File: src/rtl/readline_arbiter_pkg.sv
// Shared types and helpers for the two-port readline arbiter.
package readline_arbiter_pkg;

  localparam int unsigned AddrW = 32;
  localparam int unsigned LineW = 128;

  typedef enum logic [1:0] {
    StIdle  = 2'b00,
    StBusy0 = 2'b01,
    StBusy1 = 2'b10
  } state_e;

  // Clear the in-line offset bits so memory only ever sees line-aligned addresses.
  function automatic logic [AddrW-1:0] line_align(input logic [AddrW-1:0] addr,
                                                  input int unsigned lsb);
    logic [AddrW-1:0] mask;
    mask = {AddrW{1'b1}} << lsb;
    return addr & mask;
  endfunction

endpackage

File: src/rtl/readline_rr_pick.sv
// Two-way request picker: round-robin against the last grant, or fixed priority to port 0.
module readline_rr_pick #(
  parameter int unsigned FIXED_PRIO = 0
) (
  input  logic [1:0] req,
  input  logic       last_grant,
  output logic [1:0] grant
);

  always_comb begin
    grant = 2'b00;
    case (req)
      2'b01:   grant = 2'b01;
      2'b10:   grant = 2'b10;
      // On a tie the port that was not served last wins unless port 0 has priority.
      2'b11:   grant = ((FIXED_PRIO != 0) || last_grant) ? 2'b01 : 2'b10;
      default: grant = 2'b00;
    endcase
  end

endmodule

File: src/rtl/readline_arbiter.sv
// Shares one memory-side readline port between a code-prefetch port (0) and a data port (1);
// a single line read is outstanding at a time and its completion is steered to the owner.
module readline_arbiter
  import readline_arbiter_pkg::*;
#(
  parameter int unsigned FIXED_PRIO = 0,
  parameter int unsigned LINE_LSB   = 4
) (
  input  logic             clk,
  input  logic             rst,

  input  logic             req0_readline_do,
  input  logic [AddrW-1:0] req0_readline_address,
  output logic             req0_readline_done,
  output logic [LineW-1:0] req0_readline_line,

  input  logic             req1_readline_do,
  input  logic [AddrW-1:0] req1_readline_address,
  output logic             req1_readline_done,
  output logic [LineW-1:0] req1_readline_line,

  output logic             resp_readline_do,
  output logic [AddrW-1:0] resp_readline_address,
  input  logic             resp_readline_done,
  input  logic [LineW-1:0] resp_readline_line
);

  state_e           state_q;
  logic             last_grant_q;
  logic             resp_do_q;
  logic [AddrW-1:0] resp_addr_q;

  logic [1:0]       grant;
  logic [AddrW-1:0] pick_addr;

  readline_rr_pick #(
    .FIXED_PRIO(FIXED_PRIO)
  ) u_pick (
    .req       ({req1_readline_do, req0_readline_do}),
    .last_grant(last_grant_q),
    .grant     (grant)
  );

  always_comb begin
    pick_addr = req0_readline_address;
    if (grant[1]) begin
      pick_addr = req1_readline_address;
    end
  end

  always_ff @(posedge clk) begin
    if (rst) begin
      state_q      <= StIdle;
      resp_do_q    <= 1'b0;
      resp_addr_q  <= '0;
      last_grant_q <= 1'b1;
    end else begin
      unique case (state_q)
        StIdle: begin
          // A stray completion while idle falls through here and is dropped.
          if (grant != 2'b00) begin
            state_q      <= grant[1] ? StBusy1 : StBusy0;
            resp_do_q    <= 1'b1;
            resp_addr_q  <= line_align(pick_addr, LINE_LSB);
            last_grant_q <= grant[1];
          end
        end
        StBusy0, StBusy1: begin
          if (resp_readline_done) begin
            state_q   <= StIdle;
            resp_do_q <= 1'b0;
          end
        end
        default: begin
          state_q   <= StIdle;
          resp_do_q <= 1'b0;
        end
      endcase
    end
  end

  // Done is only forwarded while the owner still wants it; an abandoned read is swallowed.
  always_comb begin
    req0_readline_done = (state_q == StBusy0) && resp_readline_done && req0_readline_do;
    req1_readline_done = (state_q == StBusy1) && resp_readline_done && req1_readline_do;
  end

  assign req0_readline_line    = resp_readline_line;
  assign req1_readline_line    = resp_readline_line;
  assign resp_readline_do      = resp_do_q;
  assign resp_readline_address = resp_addr_q;

  a_done_excl: assert property (@(posedge clk) disable iff (rst)
    !(req0_readline_done && req1_readline_done));

  a_do_held: assert property (@(posedge clk) disable iff (rst)
    (resp_readline_do && !resp_readline_done) |=> resp_readline_do);

  a_addr_held: assert property (@(posedge clk) disable iff (rst)
    (resp_readline_do && !resp_readline_done) |=> $stable(resp_readline_address));

  a_grant_onehot: assert property (@(posedge clk) $onehot0(grant));

endmodule

File: config.mk
export PLATFORM = sky130hd
export DESIGN_NAME = readline_arbiter
export DESIGN_NICKNAME = d
export VERILOG_FILES = /design/src/rtl/readline_arbiter_pkg.sv /design/src/rtl/readline_rr_pick.sv /design/src/rtl/readline_arbiter.sv
export SDC_FILE = /design/constraint.sdc
export NUM_CORES = 1
export LEC_CHECK = 0
export CORE_AREA = 2 2 188 190
export CTS_BUF_LIST = sky130_fd_sc_hd__clkbuf_4 sky130_fd_sc_hd__clkbuf_8
export DETAILED_ROUTE_END_ITERATION = 12
export DIE_AREA = 0 0 190 192
export SYNTH_ARGS = -nofsm -noshare
export SYNTH_HDL_FRONTEND = slang
export SYNTH_SLANG_ARGS = --single-unit
export TNS_END_PERCENT = 10
File: constraint.sdc
create_clock -name clk -period 1.6 [get_ports clk]
set_clock_uncertainty 0.05 [all_clocks]
set_input_delay 0.24 -clock clk [delete_from_list [all_inputs] [get_ports clk]]
set_output_delay 0.24 -clock clk [all_outputs]
set_load 0.005 [all_outputs]
* Yosys cells after proc, flatten, opt, wreduce, memory -nomap -nowiden *
Cells that the tools add are included.

word-level totals
  flip-flop bits (word level) = 32
  input bits = 197
  output and inout port bits = 291

operators by class
  equal/unequal tests = 7
  multiplexer cells = 10
  reduce and logical (&&, ||, !) cells = 9

operators by type and width
  kind                                                             number
  32-bit two-way mux                                               1
  2-bit two-way mux                                                4
  2-bit == test, second input constant                             3
  2-bit one-hot mux with 3 select lines                            1
  2-bit by 1-bit == test with 1-bit output, second input constant  2
  1-bit logical AND                                                4
  2-bit != test, second input constant                             2
  2-bit one-hot mux with 2 select lines                            1
  2-bit AND reduction                                              2
  2-bit logical NOT                                                1
  1-bit two-way mux                                                2
  1-bit one-hot mux with 2 select lines                            1
  2-bit nonzero test                                               1
  2-bit OR reduction                                               1

* Depth between registers and ports, before layout *
  word-level depth = 5
  gate-level depth with buffers = 8
  depth with buffers taken out = 5

* Cells and area by module *
A second synthesis with hierarchy kept.

second synthesis, totals
  cells, all modules = 387
  area total of the unflattened synthesis = 3,542.1 um^2

modules (own cells, without submodules)
  module            instances  cells an instance  area an instance (um^2)  seq. area each (um^2)
  readline_arbiter  1          384                3,523.4                  640.6
  readline_rr_pick  1          3                  18.8                     0.0

* Worst setup path before layout *
OpenSTA, ideal clock, no wires.

  kind = flip-flop to flip-flop
  from = register state_q[0]
  to = register resp_addr_q[10] (netlist: resp_readline_address[10])
  setup time = 0.128 ns
  data arrival time = 1.325 ns
  setup slack = 0.098 ns
  cell stages (with the launch flop) = 9
  buffers on the path = 3
  clock period less this slack = 1.502 ns
  cells stage by stage = dfxtp_1 -> inv_1 -> ha_1 -> clkbuf_2 -> o21a_1 -> buf_4 -> buf_4 -> o21ai_0 -> a31oi_1

between the ends
  longest elaborated chain between the ends = 2

RTL lines
  element                               RTL line                source
  from (decl)                           readline_arbiter.sv:28  state_e state_q;
  from (signal assigned)                readline_arbiter.sv:53  state_q <= StIdle;
  from (signal assigned)                readline_arbiter.sv:62  state_q <= grant[1] ? StBusy1 : StBusy0;
  from (signal assigned)                readline_arbiter.sv:70  state_q <= StIdle;
  2-bit logical NOT                     readline_arbiter.sv:58  unique case (state_q)
  2-bit AND reduction (no source line)  n/a
  to (signal assigned)                  readline_arbiter.sv:64  resp_addr_q <= line_align(pick_addr, LINE_LSB);
  to (decl)                             readline_arbiter.sv:31  logic [AddrW-1:0] resp_addr_q;

Every way passes these cells.
A chain may end at the register's enable or synchronous reset.

* Worst setup path in the final report *
  from = register resp_addr_q[31] (netlist: resp_readline_address[31])
  to = output resp_readline_address[31]

RTL lines
  element    RTL line                source
  to (decl)  readline_arbiter.sv:23  output logic [AddrW-1:0] resp_readline_address,

No word-level cell between the ends.

==> results by stage <==
STA:
- Setup repair after global routing left no endpoint under its margin.
- The routed design could run at a clock period as short as 1.53 ns.
- Adding up every negative setup slack in the final design gives 0 ns.
- The number of pins exceeding their max-slew limit in the final report is 0.
- The final count of hold timing violations is 0.
- The total of endpoints with negative setup slack in the final report is 0.
- Across all setup checks in the final design, the least slack found is slightly below 0.07 ns.
- Final hold analysis gives a worst-case slack of ~0.43 ns.
- The share of the clock period used by the worst path after layout is 0.957.
- Timing would allow up to 653 MHz.

Critical path:
- Across all register-to-register paths, the minimum setup slack is ~0.15 ns.
- STA classifies the critical path startpoint as a flip-flop.
- The maximum fanout along the worst path is 2.
- STA classifies the critical path endpoint as a primary output.
- The worst path required time is ~1.3 ns.
- The kind of cell with the highest combined delay on the critical path is buffers and inverters.
- By startpoint and endpoint, the worst setup path is classified as flip-flop to primary output.
- The count of buffering cells on the critical path with inverters included is 1.
- The longest individual stage delay on the worst path is around 0.56 ns.
- The data arrival time of the worst path is ~1.2 ns.
- Walking the worst path, the cells encountered are clkdlybuf4s50_1.
- The cell type of the slowest stage on the worst timing path is sky130_fd_sc_hd__clkdlybuf4s50_1.

Power:
- The combinational group share of total power is 0.358.
- The peak supply drop is ~0.31 mV.
- The net switching fraction of the power is 0.301.
- The total power after layout is ~2.7 mW.
- Of the total power, the clock network draws 0.264.
- For this design the ratio of total power to cell area is ~820 nW/um2.
- Summed over all nets, the switching power comes to 0.798 mW.
- In this run the static leakage power is ~1.1 nW.
- The portion of total power attributed to sequential cells is 0.377.
- Cell internal power was estimated by the tool at 1.85 mW.

Yosys:
- In the post-synthesis netlist, the biggest area contributors are sky130_fd_sc_hd__buf_4 (57%), sky130_fd_sc_hd__dfxtp_1 (18%), sky130_fd_sc_hd__nand2_1 (6.2%), sky130_fd_sc_hd__a311oi_2 (5.1%), sky130_fd_sc_hd__nor2_1 (2.5%).
- The warning count from the yosys run is 0.
- In this run the cell area of the synthesized design comes to roughly 3500 um2.
- In the synthesized netlist, the number of instances is 447.
- The proportion of netlist area held by the largest area contributor is 0.573.
- Counting flops with a built-in enable in the synthesized netlist gives 0.
- For this run, the leading register cell type out of synthesis is sky130_fd_sc_hd__dfxtp_1.
- Of the synthesized area, sequential elements account for 0.183.
- sky130_fd_sc_hd__buf_4 takes more of the synthesized area than any other cell.
- In the post-synthesis netlist, the cell with the most instances is sky130_fd_sc_hd__buf_4.
- The mean cell area of the mapped netlist is about 7.8 um2.
- The commonest cells after synthesis are sky130_fd_sc_hd__buf_4 (267), sky130_fd_sc_hd__nand2_1 (58), sky130_fd_sc_hd__dfxtp_1 (32).
- In this run, distinct cell masters in the synthesized netlist total 26.
- The share of synthesized flip-flops with an asynchronous set or reset is 0.
- The number of register bits inferred by synthesis is 32.

Drt:
- The DRC violation count after routing is 0.
- Before antenna repair, the detailed router went through 6 iterations.
- After detailed routing, the number of vias per cell comes to around 2.8.
- The via count is between 2000 and 2500.
- After detailed routing, the total wire length is 14700 um.
- Dividing the detail-routed wire length by the instance count gives between 15 and 20 um.
- The count of nets left with antenna violations once routing finished came out at 0.
- The first routing iteration left 80 violations.

Final layout:
- The layout has slightly below 4000 filler cells.
- The finished cells cover approximately 3200 um2.
- The footprint of the flip-flops and latches is 646 um2.
- The post-layout net count is a little under 500.
- In the final layout, the share of cells above drive strength 1 is 0.165.
- The post-synthesis to final-layout area growth is -7.65%.
- The total inserted antenna cells is 0.
- Summing all multi-input logic gate instances after layout gives about 830 um2.
- The final cell count without fillers is around 750.
- Once layout is complete, the utilization of the core stands at 0.0943.

Placed design:
- Input and output buffers added on the ports amount to ~90.
- Detailed placement finished with a half-perimeter wire length of between 10000 and 15000 um.
- The placed standard-cell area is 3110 um2.
- The total instance count after detailed placement is about 740.
- The global placer's final weighted congestion is about 0.69.
- The post-placement worst setup slack is -0.156 ns.

Run status:
- The flow ran to the end, and the final reports show no timing, DRC or antenna violations.

Job:
- The number of max-capacitance violations reported is 0.

Global route:
- After global routing the overflow that remains totals 0.
- The largest net degree at the start of global routing is 39.
- The global-route wire length before repair is 18600 um.
- The number of global-route vias before repair is roughly 2100.
- Across every metal layer, demand over resource in global routing totals 0.0751.
- The initial antenna violation count is 0.

Clock network:
- The clock sink count is 32.
- The H-tree was split into 2 levels.
- After clock tree synthesis, the clock-pin slew on the worst setup and hold paths is ~0.060 ns.
- The worst-case clock buffer depth is 2.
- TritonCTS created 5 clock buffers.
- TritonCTS built the clock tree.
- The root buffer selected by CTS is sky130_fd_sc_hd__clkbuf_8.
- For the worst-skew pair, the clock arrives at the later sink with an insertion delay of around 0.30 ns.

Die:
- The total die area is 36500 um2.
- After floorplanning, the core was sized to cover ~34000 um2.
- The floorplan die width is ~190 um.
- The die is between 150 and 200 um tall.
- Pin placement for this block handled about 490 I/O pins.
- The initialized floorplan defines 68 standard-cell rows.
- The initial core utilization is 0.102.

Hold path:
- The class of the worst hold path is primary input to primary output.
-- cell type report --
cell class,instances,area share
clock buffer,8,0.0302
inverter,3,0.00348
multi-input combinational,140,0.255
sequential,32,0.200
tap,455,0.176
timing repair buffer,108,0.335
-- path summary, 6_finish.rpt --
path / startpoint / endpoint / depth (start not counted)
min reg2reg: resp_readline_address[13] / resp_readline_address[13] / 2
max reg2reg: state_q[1] / resp_readline_address[20] / 6
max: resp_readline_address[31] / resp_readline_address[31] / 1
min: resp_readline_line[61] / req0_readline_line[61] / 0
-- logic make-up (layout without fill, tap and decap cells) --
group	after synthesis	count (layout)	share of synthesized area
adders and majority gates	3	3	0.0107
AOI/OAI and AO/OA	43	43	0.114
DFF	32	32	0.183
and+or+nand+nor	90	90	0.103
buffers and inverters	278	119	0.588
other	1	4	0.00107
-- registers in the layout, summed over array words and instances (netlist names) --
register               cells
resp_readline_do           1
state_q                    2
last_grant_q               1
resp_readline_address     28
-- routing by layer --
layer | up-vias | share of wire | global-route usage
met2 | 367 | 0.46 | 0.121
met5 | - | 0 | 0
li1 | 856 | - | -
met1 | 804 | 0.18 | 0.0374
met4 | 0 | 0.051 | 0.0459
met3 | 42 | 0.31 | 0.106
-- power groups by stage --
stage          sequential (mW)  combinational [mW]  clock [mW]
3_3_place_gp              1.01               0.934           0
3_5_place_dp              1.02               0.945           0
2_1_floorplan             1.01               0.928           0
6_report                  1.00               0.951       0.701
4_1_cts                   1.00               0.960       0.763
5_1_grt                   1.02                1.04       0.787
-- cell usage in the layout (no fill, tap or decap), types with 2 or more instances in the layout --
master                            Yosys  layout
sky130_fd_sc_hd__clkdlybuf4s50_1      0      89
sky130_fd_sc_hd__o21ai_0              8       8
sky130_fd_sc_hd__a311oi_2            12      12
sky130_fd_sc_hd__clkbuf_8             0       6
sky130_fd_sc_hd__nand2_1             58      58
sky130_fd_sc_hd__and3_1               3       3
sky130_fd_sc_hd__a311oi_1             9       9
sky130_fd_sc_hd__clkbuf_4             0       2
sky130_fd_sc_hd__buf_4              267      13
sky130_fd_sc_hd__a31oi_1              9       9
sky130_fd_sc_hd__ha_2                 0       2
sky130_fd_sc_hd__nand3_1              3       3
sky130_fd_sc_hd__dfxtp_1             32      30
sky130_fd_sc_hd__inv_2                0       2
sky130_fd_sc_hd__conb_1               1       4
sky130_fd_sc_hd__buf_12               0       4
sky130_fd_sc_hd__nor2_1              23      23
-- timing repair --
item | 4_1_cts | 5_1_grt
hold buffers | 0 | 0
endpoints found under the setup margin | 2 | 3
gates resized for setup | 7 | 5
setup buffers | 2 | 1
hold endpoints to repair | 0 | 0
pin swaps | 0 | 0
No activity file was read; power rests on OpenSTA's default activity.
